File: config.mk
export PLATFORM = sky130hd
export DESIGN_NAME = audio_interval_peak_stream_flat
export DESIGN_NICKNAME = d
export VERILOG_FILES = /design/src/rtl/audio_interval_peak_stream_if.sv /design/src/rtl/audio_interval_peak_stream.sv /design/src/flat_wrapper.sv
export SDC_FILE = /design/constraint.sdc
export NUM_CORES = 1
export LEC_CHECK = 0
export ABC_AREA = 1
export CAP_MARGIN = 0
export CORE_MARGIN = 1.5
export CORE_UTILIZATION = 45
export DETAILED_ROUTE_END_ITERATION = 10
export PLACE_DENSITY = 0.72
export SETUP_SLACK_MARGIN = 0.15
export SLEW_MARGIN = 10
export SYNTH_ARGS = -nofsm -noshare
export SYNTH_HDL_FRONTEND = slang
export SYNTH_SLANG_ARGS = --single-unit
File: constraint.sdc
create_clock -name clk -period 32.9 [get_ports clk]
set_input_delay 9.87 -clock clk [delete_from_list [all_inputs] [get_ports clk]]
set_output_delay 9.87 -clock clk [all_outputs]
set_load 0.1 [all_outputs]
File: src/rtl/audio_interval_peak_stream_if.sv
// Stream and result bundle for audio_interval_peak_stream: run control,
// configuration, sample input and per-interval results.
interface audio_interval_peak_stream_if #(
    parameter int W      = 32,
    parameter int NUM_CH = 2,
    parameter int LEN_W  = 16,
    parameter int CNT_W  = 16
);
    logic                    start;
    logic                    stop;
    logic [LEN_W-1:0]        interval_len;
    logic [CNT_W-1:0]        num_intervals;
    logic                    in_valid;
    logic [NUM_CH*W-1:0]     in_data;
    logic                    busy;
    logic                    cfg_err;
    logic                    out_valid;
    logic [CNT_W-1:0]        out_index;
    logic [NUM_CH*W-1:0]     out_max;
    logic [NUM_CH*W-1:0]     out_min;
    logic [NUM_CH*(W+1)-1:0] out_p2p;
    logic                    done;

    modport master (
        output start, stop, interval_len, num_intervals, in_valid, in_data,
        input  busy, cfg_err, out_valid, out_index, out_max, out_min, out_p2p, done
    );

    modport slave (
        input  start, stop, interval_len, num_intervals, in_valid, in_data,
        output busy, cfg_err, out_valid, out_index, out_max, out_min, out_p2p, done
    );
endinterface

File: src/rtl/audio_interval_peak_stream.sv
// Streaming per-channel interval max/min/peak-to-peak tracker for NUM_CH
// signed audio channels, with counted or continuous runs.
module audio_interval_peak_stream #(
    parameter int W      = 32,
    parameter int NUM_CH = 2,
    parameter int LEN_W  = 16,
    parameter int CNT_W  = 16
) (
    input  logic                          clk,
    input  logic                          reset,
    audio_interval_peak_stream_if.slave   bus
);
    typedef enum logic {IDLE, RUN} state_e;

    state_e                   state_q, state_d;
    logic [LEN_W-1:0]         len_q, len_d, sample_cnt_q, sample_cnt_d;
    logic [CNT_W-1:0]         num_q, num_d, int_cnt_q, int_cnt_d, int_nxt;
    logic [NUM_CH-1:0][W-1:0] run_max_q, run_max_d, run_min_q, run_min_d;
    logic [NUM_CH-1:0][W-1:0] smp_max, smp_min;
    logic [NUM_CH-1:0][W:0]   smp_p2p;
    logic [NUM_CH*W-1:0]      out_max_q, out_max_d, out_min_q, out_min_d;
    logic [NUM_CH*(W+1)-1:0]  out_p2p_q, out_p2p_d;
    logic [CNT_W-1:0]         out_index_q, out_index_d;
    logic                     cfg_err_q, cfg_err_d;
    logic                     out_valid_q, out_valid_d;
    logic                     done_q, done_d;
    logic                     beat, close;

    // Candidate running extremes including the current beat; the first
    // sample of an interval seeds both.
    for (genvar c = 0; c < NUM_CH; c++) begin : g_ch
        logic signed [W-1:0] s, mx, mn;
        always_comb begin
            s  = bus.in_data[c*W +: W];
            mx = run_max_q[c];
            mn = run_min_q[c];
            if (sample_cnt_q == '0 || s > $signed(run_max_q[c])) mx = s;
            if (sample_cnt_q == '0 || s < $signed(run_min_q[c])) mn = s;
        end
        assign smp_max[c] = mx;
        assign smp_min[c] = mn;
        assign smp_p2p[c] = {mx[W-1], mx} - {mn[W-1], mn};
    end

    always_comb begin
        state_d      = state_q;
        len_d        = len_q;
        num_d        = num_q;
        sample_cnt_d = sample_cnt_q;
        int_cnt_d    = int_cnt_q;
        run_max_d    = run_max_q;
        run_min_d    = run_min_q;
        out_max_d    = out_max_q;
        out_min_d    = out_min_q;
        out_p2p_d    = out_p2p_q;
        out_index_d  = out_index_q;
        cfg_err_d    = 1'b0;
        out_valid_d  = 1'b0;
        done_d       = 1'b0;
        int_nxt      = int_cnt_q + 1'b1;
        beat         = (state_q == RUN) && bus.in_valid;
        close        = beat && (sample_cnt_q == len_q - 1'b1);

        case (state_q)
            IDLE: begin
                if (bus.start) begin
                    if (bus.interval_len == '0) begin
                        cfg_err_d = 1'b1;
                    end else begin
                        len_d        = bus.interval_len;
                        num_d        = bus.num_intervals;
                        sample_cnt_d = '0;
                        int_cnt_d    = '0;
                        state_d      = RUN;
                    end
                end
            end
            RUN: begin
                if (beat) begin
                    run_max_d    = smp_max;
                    run_min_d    = smp_min;
                    sample_cnt_d = sample_cnt_q + 1'b1;
                end
                if (close) begin
                    out_max_d    = smp_max;
                    out_min_d    = smp_min;
                    out_p2p_d    = smp_p2p;
                    out_index_d  = int_cnt_q;
                    out_valid_d  = 1'b1;
                    sample_cnt_d = '0;
                    int_cnt_d    = int_nxt;
                    if (num_q != '0 && int_nxt == num_q) begin
                        done_d  = 1'b1;
                        state_d = IDLE;
                    end
                end
                // A closing beat coincident with stop is still reported above.
                if (bus.stop) state_d = IDLE;
            end
            default: state_d = IDLE;
        endcase
    end

    always_ff @(posedge clk or posedge reset) begin
        if (reset) begin
            state_q      <= IDLE;
            len_q        <= '0;
            num_q        <= '0;
            sample_cnt_q <= '0;
            int_cnt_q    <= '0;
            run_max_q    <= '0;
            run_min_q    <= '0;
            out_max_q    <= '0;
            out_min_q    <= '0;
            out_p2p_q    <= '0;
            out_index_q  <= '0;
            cfg_err_q    <= 1'b0;
            out_valid_q  <= 1'b0;
            done_q       <= 1'b0;
        end else begin
            state_q      <= state_d;
            len_q        <= len_d;
            num_q        <= num_d;
            sample_cnt_q <= sample_cnt_d;
            int_cnt_q    <= int_cnt_d;
            run_max_q    <= run_max_d;
            run_min_q    <= run_min_d;
            out_max_q    <= out_max_d;
            out_min_q    <= out_min_d;
            out_p2p_q    <= out_p2p_d;
            out_index_q  <= out_index_d;
            cfg_err_q    <= cfg_err_d;
            out_valid_q  <= out_valid_d;
            done_q       <= done_d;
        end
    end

    assign bus.busy      = (state_q == RUN);
    assign bus.cfg_err   = cfg_err_q;
    assign bus.out_valid = out_valid_q;
    assign bus.out_index = out_index_q;
    assign bus.out_max   = out_max_q;
    assign bus.out_min   = out_min_q;
    assign bus.out_p2p   = out_p2p_q;
    assign bus.done      = done_q;
endmodule

File: src/flat_wrapper.sv
// flat-port wrapper written by rule: the top's interface ports become plain ports
module audio_interval_peak_stream_flat 
#(
    parameter int W      = 32,
    parameter int NUM_CH = 2,
    parameter int LEN_W  = 16,
    parameter int CNT_W  = 16
)
  (clk, reset, bus_start, bus_stop, bus_interval_len, bus_num_intervals, bus_in_valid, bus_in_data, bus_busy, bus_cfg_err, bus_out_valid, bus_out_index, bus_out_max, bus_out_min, bus_out_p2p, bus_done);
  audio_interval_peak_stream_if #(.W(W), .NUM_CH(NUM_CH), .LEN_W(LEN_W), .CNT_W(CNT_W)) bus_i ();
  input  logic clk;
  input  logic reset;
  input wire logic [$bits(bus_i.start)-1:0] bus_start;
  input wire logic [$bits(bus_i.stop)-1:0] bus_stop;
  input wire logic [$bits(bus_i.interval_len)-1:0] bus_interval_len;
  input wire logic [$bits(bus_i.num_intervals)-1:0] bus_num_intervals;
  input wire logic [$bits(bus_i.in_valid)-1:0] bus_in_valid;
  input wire logic [$bits(bus_i.in_data)-1:0] bus_in_data;
  output wire logic [$bits(bus_i.busy)-1:0] bus_busy;
  output wire logic [$bits(bus_i.cfg_err)-1:0] bus_cfg_err;
  output wire logic [$bits(bus_i.out_valid)-1:0] bus_out_valid;
  output wire logic [$bits(bus_i.out_index)-1:0] bus_out_index;
  output wire logic [$bits(bus_i.out_max)-1:0] bus_out_max;
  output wire logic [$bits(bus_i.out_min)-1:0] bus_out_min;
  output wire logic [$bits(bus_i.out_p2p)-1:0] bus_out_p2p;
  output wire logic [$bits(bus_i.done)-1:0] bus_done;
  assign bus_i.start = bus_start;
  assign bus_i.stop = bus_stop;
  assign bus_i.interval_len = bus_interval_len;
  assign bus_i.num_intervals = bus_num_intervals;
  assign bus_i.in_valid = bus_in_valid;
  assign bus_i.in_data = bus_in_data;
  assign bus_busy = bus_i.busy;
  assign bus_cfg_err = bus_i.cfg_err;
  assign bus_out_valid = bus_i.out_valid;
  assign bus_out_index = bus_i.out_index;
  assign bus_out_max = bus_i.out_max;
  assign bus_out_min = bus_i.out_min;
  assign bus_out_p2p = bus_i.out_p2p;
  assign bus_done = bus_i.done;
  audio_interval_peak_stream #(.W(W), .NUM_CH(NUM_CH), .LEN_W(LEN_W), .CNT_W(CNT_W)) u_core (.clk(clk), .reset(reset), .bus(bus_i));
endmodule
==> results of run 1 <==
[synth_stat cells, drive strengths merged]
| cell | instances |
|---|---|
| nand2 | 1103 |
| o21ai | 466 |
| inv | 423 |
| dfrtp | 406 |
| ha | 181 |
| nor2 | 168 |
| nand3 | 143 |
| a21oi | 123 |
| clkbuf | 74 |
| nand4 | 62 |
| xor2 | 53 |
| buf | 45 |
| nor3 | 24 |
| o22ai | 22 |
| xnor2 | 22 |
| nor4 | 19 |
| a31oi | 8 |
| o21a | 7 |
| o21bai | 6 |
| a21o | 5 |
| nand3b | 5 |
| or2 | 5 |
| a211oi | 4 |
| o32ai | 3 |
| and2 | 2 |
| fa | 2 |
| nor3b | 2 |
| o211ai | 2 |
| a2111oi | 1 |
| a221oi | 1 |
| clkinv | 1 |
| o2111ai | 1 |
| o211a | 1 |
| o221a | 1 |
[worst max-delay path, delay by kind of cell]
| family | cells | cell delay, ns |
|---|---|---|
| buffers and inverters | 4 | 0.83 |
| AOI/OAI and AO/OA | 4 | 1.29 |
| and+or+nand+nor | 20 | 2.97 |
| adders and majority gates | 2 | 0.89 |
[stage by stage]
stage	total power, W	instances	utilization (%)	worst slack [ns]	hold WS (ns)
final	0.00299	4437	55.1	17.51	0.474
after global routing	0.00326	4436	55.1	16.87	0.494
after CTS	0.00299	4436	55.1	17.62	0.481
after detailed placement	0.00242	4349	52.2	17.02	0.465
after global placement	0.00240	4349	52.2	17.12	0.464
after floorplan	0.00192	3391	-	11.74	0.453
[final timing paths]
path	startpoint	endpoint	slack, ns	cells after the start
max	bus_in_data[63]	u_core.bus.out_p2p[65]	17.51	30
min	u_core.bus.out_p2p[58]	u_core.bus.out_p2p[58]	0.47	2
max reg2reg	u_core.run_min_q[27]	u_core.bus.out_p2p[32]	26.95	35
min reg2reg	u_core.bus.out_p2p[58]	u_core.bus.out_p2p[58]	0.47	2
max in group asynchronous	reset	u_core.bus.out_max[25]	20.66	4
min in group asynchronous	reset	u_core.bus.out_min[33]	9.87	2
[logic make-up (layout without fill, tap and decap cells)]
family,count (synthesis),in the layout,synth area share (%)
AO/OA/AOI/OAI,651,651,13.5
XOR/XNOR,75,75,2.65
adder cells (fa/ha/maj),183,183,9.20
buffers and inverters,543,840,8.49
flip-flops,406,406,40.6
other,0,1,0
AND/OR/NAND/NOR,1533,1533,25.5
[power by group through the flow]
stage                     registers (W)  clock network, W  logic, W
after CTS                      0.000655          0.000571   0.00177
after global placement         0.000661                 0   0.00174
after global routing           0.000669          0.000592   0.00200
after detailed placement       0.000662                 0   0.00176
final                          0.000657          0.000561   0.00177
after floorplan                0.000674                 0   0.00125
[registers in the layout (all words and copies together) (netlist names), 16 cells and up]
| name | flops |
|---|---|
| u_core.bus.out_p2p | 66 |
| u_core.bus.out_max | 64 |
| u_core.bus.out_min | 64 |
| u_core.run_max_q | 64 |
| u_core.run_min_q | 64 |
| u_core.bus.out_index | 16 |
| u_core.int_cnt_q | 16 |
| u_core.len_q | 16 |
| u_core.num_q | 16 |
| u_core.sample_cnt_q | 16 |
[layout make-up]
class | instances | area share (%)
antenna | 1 | 0.00824
clock buffer | 61 | 4.31
clock inverter | 26 | 1.11
inverter | 424 | 5.26
multi-input combinational | 2442 | 42.1
sequential | 406 | 33.4
tap | 748 | 3.08
timing repair buffer | 329 | 10.7
[layer usage]
| layer | vias up | routed length [um] | track usage [%] |
|---|---|---|---|
| met4 | 10 | 3030 | 11.0 |
| met5 | - | 66 | 0 |
| li1 | 11544 | - | - |
| met2 | 631 | 35900 | 45.3 |
| met3 | 152 | 4640 | 4.87 |
| met1 | 10537 | 31000 | 33.0 |
==> summary.md, run 1 <==
| Metric | Value |
|---|---|
| PwrDens | 98.3 nW/um^2 |
| Num CTS Buffers | 47 |
| Max-Cap Viols | 0 |
| Pre-antenna DRT Iters | 6 |
| Final Net Count | 3934 |
| Number of routed nets with antenna violations | 0 |
| Most common cell after layout, fill and taps aside | nand2_1 |
| Post_cts resized | 0 |
| # port buffers | 314 |
| Post-Route WL | 74.6 mm |
| Combinational fraction of design power | 59.2% |
| #FFs+latches synth | 406 |
| Most frequent cell on the critical path | nand2_1 |
| Antenna violations before repair | 6 |
| Drt drc | 0 |
| Yosys top cell by area | dfrtp_1 |
| # rows | 86 |
| Clock Path Buffers | 3 |
| Area Growth Syn to Fin | 21.3% |
| Overflow after GRT | 0 |
| Final instance area | 30400 um^2 |
| Total net switching power | 0.00151 W |
| First-pass GRT wire length | 120 mm |
| Tot GR Track Use | 26.5% |
| Internal cell power | 0.00148 W |
| Syn_nets | 3675 |
| Maximum vdd drop | 0.0510 mV |
| Total number of vias | 22874 |
| Final-report hold violation count | 0 |
| Commonest non-fill, non-tap cells in the layout | nand2_1, o21ai_0, inv_1 |
| Post-Syn Area | 25000 um^2 |
| Ys Warns | 0 |
| # fillers | 5346 |
| Avg WL per Cell | 16.8 um |
| Rel. slew slack | 21.2% |
| Critical Path Max Stage Delay | 0.62 ns |
| Post-DP Area | 28700 um^2 |
| Final setup viols | 0 |
| Slowest-stage cell, CP | nand3_4 |
| LEAKAGE | 15.1 nW |
| Die Wd | 239 um |
| Post-CTS Setup Bufs | 0 |
| Initial DRC count | 1495 |
| Worst clock skew | 0.0251 ns |
| Startpoint types | primary input |
| Avg Cell Area, Syn | 7.39 um^2 |
| Chip Height | 239 um |
| Max FO, Critical Path | 64 |
| WS Path Type | in2reg |
| Tmin final | 15.39 ns |
| Final period util | 46.8% |
| Sequential area share after synthesis | 40.6% |
| Avg Vias per Cell | 5.16 |
| Slew Limit Fails | 0 |
| Clk_lat worst skew | 0.60 ns |
| Worst-path clk slew | 0.06 ns |
| Hold Path Class | reg2reg |
| GPL Wtd Cong | 0.965 |
| FMAX | 65.0 MHz |
| Initial core utilization | 45.5% |
| Setup TNS | 0 ns |
| Dpl hpwl | 56.3 mm |
| Status | finished clean |
| Top Ports | 315 |
| Core ar. | 55100 um^2 |
| Worst EP required | 33.37 ns |
| # hold bufs at CTS | 0 |
| Pin slew with the least headroom to its limit | 1.18 ns |
| Multi-input logic area | 12800 um^2 |
| Largest net degree at the start of global routing | 136 |
| Critical path arrival | 15.86 ns |
| Clk pwr share | 18.8% |
| Top-area cell type share of the netlist area | 40.6% |
| TritonCTS clock tree | built |
| Flop pwr share | 22.0% |
| Sw Share | 50.4% |
| Clock Tree Root | clkbuf_16 |
| Post-Syn Instances | 3391 |
| Vias in the first global route | 22175 |
| Die ar. | 57100 um^2 |
| Ranking of synthesized cells by area | dfrtp_1, nand2_1, o21ai_0 |
| H-tree levels | 2 |
| Clock sink count | 406 |
| Register area | 10200 um^2 |
| Share of layout cells above drive strength 1 | 4.01% |
| CP endpoint kind | flop |
| Yosys cell types | 49 |
| RSZ-0062 raised after global routing | false |
Note: power is estimated with default switching activity, not from simulation.
==> inputs of run 2 (changes only) <==
Settings changed: PLACE_DENSITY 0.72 to 0.75.
Clock period 32.9 ns to 13.8 ns, I/O delays scaled along.
==> run 2 against run 1 <==
Effect of this change:
- worst setup slack worse by 13 ns
- largest power group unchanged
- sequential power is 140% higher
- design area is 0.19% higher
- clock skew is 0.014 ns higher
- critical path depth is 4 higher
- final cell count is 0.11% higher
==> summary.md, run 2 (same netlist as run 1, synthesis figures left out) <==
| Metric | Value |
|---|---|
| Rel. slew slack | 21.8% (was 21.2%) |
| Final period util | 69.3% |
| Worst-path clk slew | 0.06 ns (about the same) |
| H-tree levels | 2 (unchanged) |
| CP endpoint kind | flop (unchanged) |
| Avg WL per Cell | 16.8 um (about the same) |
| Top delay family on crit path | simple AND/OR/NAND/NOR gates (unchanged) |
| Slew Limit Fails | 0 (unchanged) |
| WS Path Type | in2reg (unchanged) |
| Core ar. | 55100 um^2 (unchanged) |
| Tot GR Track Use | 26.3% (was 26.5%) |
| Initial core utilization | 45.5% (unchanged) |
| Worst EP required | 14.32 ns (was 33.37 ns) |
| Placed cell count | 4352 (was 4349) |
| Met1 usage | 32.8% (was 33.0%) |
| Pin slew with the least headroom to its limit | 1.17 ns (was 1.18 ns) |
| Layout Cells excl Fill | 4442 (was 4437) |
| Most frequent cell on the critical path | nand2_1 (unchanged) |
| Pre-CTS setup slack | 3.72 ns (was 17.02 ns) |
| Clk_lat worst skew | 0.61 ns (was 0.60 ns) |
| LEAKAGE | 15.2 nW (was 15.1 nW) |
| First-pass GRT wire length | 118 mm (was 120 mm) |
| Initial DRC count | 1662 (was 1495) |
| Post-CTS Setup Bufs | 0 (unchanged) |
| Total chip power | 0.00709 W (was 0.00299 W) |
| Final-report hold violation count | 0 (unchanged) |
| Maximum vdd drop | 0.0993 mV (was 0.0510 mV) |
| Overflow after GRT | 0 (unchanged) |
| Most common cell after layout, fill and taps aside | nand2_1 (unchanged) |
| Chip Height | 239 um (unchanged) |
| Slowest-stage cell, CP | clkdlybuf4s50_1 (was nand3_4) |
| Top Ports | 315 (unchanged) |
| Final WS setup | 4.23 ns (was 17.51 ns) |
| Hold Path Class | reg2reg (unchanged) |
| Area Growth Syn to Fin | 21.5% (was 21.3%) |
| RSZ-0062 raised after global routing | false (unchanged) |
| CP bufs+invs | 3 (was 4) |
| Vias in the first global route | 22058 (was 22175) |
| Drt drc | 0 (unchanged) |
| GRT busiest layer | met2 (unchanged) |
| Num CTS Buffers | 48 (was 47) |
| Die ar. | 57100 um^2 (unchanged) |
| Number of routed nets with antenna violations | 0 (unchanged) |
| PwrDens | 233 nW/um^2 (was 98.3 nW/um^2) |
| # port buffers | 314 (unchanged) |
| Tmin final | 9.57 ns |
| Pre-antenna DRT Iters | 5 (was 6) |
| Status | finished clean (unchanged) |
| Final core utilization | 55.2% (was 55.1%) |
| Critical Path Max Stage Delay | 0.49 ns (was 0.62 ns) |
| Antenna violations before repair | 6 (unchanged) |
| Commonest non-fill, non-tap cells in the layout | nand2_1, o21ai_0, inv_1 (unchanged) |
| GR Util met3 | 5.66% (was 4.87%) |
| Clock Path Buffers | 3 (unchanged) |
| Dpl hpwl | 56.5 mm (was 56.3 mm) |
| Final setup viols | 0 (unchanged) |
| Max reg flops | 66 (unchanged) |
| Clock Tree Root | clkbuf_16 (unchanged) |
| Share of layout cells above drive strength 1 | 4.06% (was 4.01%) |
| Post-Route WL | 74.5 mm (was 74.6 mm) |
| Critical path arrival | 10.09 ns (was 15.86 ns) |
| Startpoint types | primary input (unchanged) |
| Clock sink count | 406 (unchanged) |
| # rows | 86 (unchanged) |
| Setup TNS | 0 ns (unchanged) |
| GPL Wtd Cong | 0.975 (was 0.965) |
| Worst clock skew | 0.0389 ns (was 0.0251 ns) |
| Die Wd | 239 um (unchanged) |
| TritonCTS clock tree | built (unchanged) |
| Final Net Count | 3938 (was 3934) |
| Max-Cap Viols | 0 (unchanged) |
| Largest net degree at the start of global routing | 197 (was 136) |
| Met2 Use GR | 44.0% (was 45.3%) |
| FMAX | 105 MHz |
| Post_cts resized | 0 (unchanged) |
| Max FO, Critical Path | 40 (was 64) |
| # hold bufs at CTS | 0 (unchanged) |
| Avg Vias per Cell | 5.14 (was 5.16) |
| Total number of vias | 22843 (was 22874) |
## run 2: changes by cell type in the layout (fill, tap and decap cells not counted), sizes merged
| cell | previous run | this run |
|---|---|---|
| clkbuf | 61 | 64 |
| clkinv | 12 | 16 |
| bufinv | 6 | 7 |
| inv | 426 | 423 |
| buf | 15 | 18 |
| diode | 1 | 2 |
| clkinvlp | 6 | 2 |
## run 2: worst paths after layout
| kind | start | to | slack [ns] | cells after the start |
|---|---|---|---|---|
| max | bus_in_data[31] | u_core.bus.out_p2p[32] | 4.23 | 34 |
| max in group asynchronous | reset | u_core.bus.out_min[31] | 7.53 | 4 |
| min in group asynchronous | reset | u_core.run_max_q[62] | 4.00 | 2 |
| max reg2reg | u_core.run_min_q[17] | u_core.bus.out_p2p[32] | 7.88 | 33 |
| min reg2reg | u_core.bus.out_p2p[56] | u_core.bus.out_p2p[56] | 0.48 | 2 |
| min | u_core.bus.out_p2p[56] | u_core.bus.out_p2p[56] | 0.48 | 2 |
## run 2: tightest hold or removal path: cells and delay by family, from the launching register on
family	cells	cell delay (ns)
DFF	1	0.34
and+or+nand+nor	2	0.11
## run 2: where the power goes
part / switching, W / internal (W)
Clock: 0.000537 / 0.000812
Combinational: 0.00284 / 0.00133
Sequential: 0.000165 / 0.00140
## run 2: metal layers
layer	wire, um	vias up	share of wire (%)
met2	35300	605	47
li1	-	11509	-
met1	31300	10553	42
met4	3080	8	4.1
met3	4770	168	6.4
met5	47	-	0.063
## run 2: layout make-up
class	instances	area, um^2
Antenna cell	2	5.00
Clock buffer	64	1330
Clock inverter	24	339
Fill cell	5245	24700
Inverter	424	1600
Multi-Input combinational cell	2442	12800
Sequential cell	406	10200
Tap cell	748	936
Timing Repair Buffer	332	3290
## run 2: through the flow
| stage | hold slack, ns | instance area (um^2) |
|---|---|---|
| finish | 0.476 | 30400 |
| global route | 0.494 | 30400 |
| CTS | 0.480 | 30400 |
| detailed placement | 0.465 | 28800 |
| global placement | 0.465 | 28800 |
| floorplan | 0.453 | 25000 |
==> inputs of run 3 (changes only) <==
Settings changed: PLACE_DENSITY 0.75 to 0.72.
Clock period 13.8 ns to 9.6 ns, I/O delays scaled along.
==> run 3 against run 2 <==
Effect of this change:
- core utilization shrank 0.084 points
- sequential power grew 43%
- first-iteration DRC count shrank 7.2%
- critical endpoint is now u_core.bus.out_p2p[62]
- final cell count is essentially flat
- non-clock buffer count grew 3
==> summary.md, run 3 (same netlist as run 1, synthesis figures left out) <==
| Metric | Value |
|---|---|
| Status | finished clean (unchanged) |
| Setup TNS | 0 ns (unchanged) |
| Clock Tree Root | clkbuf_16 (unchanged) |
| Hold depth | 2 (unchanged) |
| # rows | 86 (unchanged) |
| Top Ports | 315 (unchanged) |
| Startpoint types | primary input (unchanged) |
| Flop2flop setup slack | 4.00 ns (was 7.88 ns) |
| Avg WL per Cell | 17.0 um (was 16.8 um) |
| Dpl hpwl | 56.7 mm (was 56.5 mm) |
| Most common cell after layout, fill and taps aside | nand2_1 (unchanged) |
| GR Util met3 | 5.35% (was 5.66%) |
| Max-Cap Viols | 0 (unchanged) |
| Worst-path clk slew | 0.06 ns (about the same) |
| Total number of vias | 22794 (was 22843) |
| Core ar. | 55100 um^2 (unchanged) |
| Post_cts resized | 0 (unchanged) |
| Num CTS Buffers | 47 (was 48) |
| Tmin final | 7.99 ns |
| Pre-antenna DRT Iters | 6 (was 5) |
| Largest net degree at the start of global routing | 169 (was 197) |
| Initial DRC count | 1543 (was 1662) |
| RSZ-0062 raised after global routing | false (unchanged) |
| H-tree levels | 2 (unchanged) |
| FMAX | 125 MHz |
| PwrDens | 335 nW/um^2 (was 233 nW/um^2) |
| Chip Height | 239 um (unchanged) |
| RR Startpoint | u_core.run_max_q[53] (was u_core.run_min_q[17]) |
| Worst EP required | 10.06 ns (was 14.32 ns) |
| Final period util | 83.2% |
| Rel. slew slack | 23.2% (was 21.8%) |
| CP endpoint kind | flop (unchanged) |
| Vias in the first global route | 21939 (was 22058) |
| TritonCTS clock tree | built (unchanged) |
| Max reg flops | 66 (unchanged) |
| Share of layout cells above drive strength 1 | 4.06% (unchanged) |
| First-pass GRT wire length | 120 mm (was 118 mm) |
| Worst setup path endpoint | u_core.bus.out_p2p[62] (was u_core.bus.out_p2p[32]) |
| Area Growth Syn to Fin | 21.4% (was 21.5%) |
| Final Net Count | 3940 (was 3938) |
| GRT busiest layer | met2 (unchanged) |
| Critical Path Max Stage Delay | 0.56 ns (was 0.49 ns) |
| Met1 usage | 32.8% (about the same) |
| Final core utilization | 55.2% (about the same) |
| GPL Wtd Cong | 0.969 (was 0.975) |
| Hold Path Class | reg2reg (unchanged) |
| Initial core utilization | 45.5% (unchanged) |
| Number of routed nets with antenna violations | 0 (unchanged) |
| Worst setup startpoint | bus_in_data[63] (was bus_in_data[31]) |
| Worst clock skew | 0.0145 ns (was 0.0389 ns) |
| Die ar. | 57100 um^2 (unchanged) |
| Met2 Use GR | 46.4% (was 44.0%) |
| Final-report hold violation count | 0 (unchanged) |
| Max FO, Critical Path | 37 (was 40) |
| Clk_lat worst skew | 0.58 ns (was 0.61 ns) |
| Clock sink count | 406 (unchanged) |
| WS Path Type | in2reg (unchanged) |
| Clock Path Buffers | 3 (unchanged) |
| Tot GR Track Use | 26.7% (was 26.3%) |
| LEAKAGE | 15.1 nW (was 15.2 nW) |
| Slowest-stage cell, CP | o21ai_0 (was clkdlybuf4s50_1) |
| R2R Path End | u_core.bus.out_p2p[62] (was u_core.bus.out_p2p[32]) |
| Overflow after GRT | 0 (unchanged) |
| Slew Limit Fails | 0 (unchanged) |
| Avg Vias per Cell | 5.13 (was 5.14) |
| Pin slew with the least headroom to its limit | 1.15 ns (was 1.17 ns) |
| Post-Route WL | 75.3 mm (was 74.5 mm) |
| Final setup viols | 0 (unchanged) |
| Most frequent cell on the critical path | nand2_1 (unchanged) |
| Commonest non-fill, non-tap cells in the layout | nand2_1, o21ai_0, inv_1 (unchanged) |
| Maximum vdd drop | 0.146 mV (was 0.0993 mV) |
| Post-CTS Setup Bufs | 0 (unchanged) |
| Antenna violations before repair | 7 (was 6) |
| # port buffers | 314 (unchanged) |
| Critical path arrival | 8.45 ns (was 10.09 ns) |
| Die Wd | 239 um (unchanged) |
| Drt drc | 0 (unchanged) |
| # hold bufs at CTS | 0 (unchanged) |
| Cell count of the worst reg-to-reg path | 32 (was 33) |
[run 3: cell count changes in the layout (fill, tap and decap cells not counted)]
cell | before | now
buf_4 | 17 | 18
diode_2 | 2 | 4
bufinv_16 | 7 | 5
clkinvlp_4 | 2 | 3
clkinv_8 | 3 | 0
buf_12 | 1 | 3
clkbuf_16 | 48 | 47
clkbuf_8 | 7 | 9
[run 3: worst min-delay path by stage]
stage	start	end	slack (ns)
global placement	u_core.bus.out_max[55]	u_core.bus.out_max[55]	0.46
global route	u_core.bus.out_p2p[1]	u_core.bus.out_p2p[1]	0.50
floorplan	u_core.run_min_q[10]	u_core.run_min_q[10]	0.45
CTS	u_core.bus.out_p2p[53]	u_core.bus.out_p2p[53]	0.48
detailed placement	u_core.bus.out_p2p[53]	u_core.bus.out_p2p[53]	0.46
finish	u_core.bus.out_p2p[53]	u_core.bus.out_p2p[53]	0.48
[run 3: through the flow]
stage,cell area [um^2],cells,hold WS [ns],power (W),worst slack [ns]
2_1_floorplan,25000,3391,0.453,0.00660,1.25
3_3_place_gp,28800,4355,0.464,0.00823,1.12
3_5_place_dp,28800,4355,0.465,0.00828,1.09
4_1_cts,30400,4440,0.482,0.0102,1.66
5_1_grt,30400,4440,0.500,0.0111,0.922
6_report,30400,4444,0.481,0.0102,1.61
[run 3: worst max-delay path: cells and delay by family]
kind | cells | cell delay, ns
buffers and inverters | 2 | 0.60
adders and majority gates | 2 | 0.70
and+or+nand+nor | 23 | 2.84
AOI/OAI and AO/OA | 4 | 1.38
[run 3: power breakdown]
| part | total, W | internal (W) | leakage, nW | switching (W) |
|---|---|---|---|---|
| combinational | 0.00607 | 0.00193 | 8.95 | 0.00414 |
| clock | 0.00186 | 0.00110 | 0.777 | 0.000752 |
| sequential | 0.00225 | 0.00202 | 5.41 | 0.000234 |
| total | 0.0102 | 0.00505 | 15.1 | 0.00513 |
[run 3: layout make-up]
class	count	area [um^2]
flip-flops and latches	406	10200
well taps	748	936
clock buffers	65	1330
fillers	5386	24700
inverters	424	1600
multi-input cells	2442	12800
diodes	4	10.0
repair buffers	335	3340
clock inverters	20	238
[run 3: routing by layer]
| layer | up-vias | part of all wire (%) | wire length (um) |
|---|---|---|---|
| met2 | 553 | 49 | 36900 |
| met5 | - | 0.092 | 69 |
| met1 | 10570 | 41 | 31000 |
| met3 | 125 | 6.5 | 4880 |
| li1 | 11536 | - | - |
| met4 | 10 | 3.3 | 2500 |
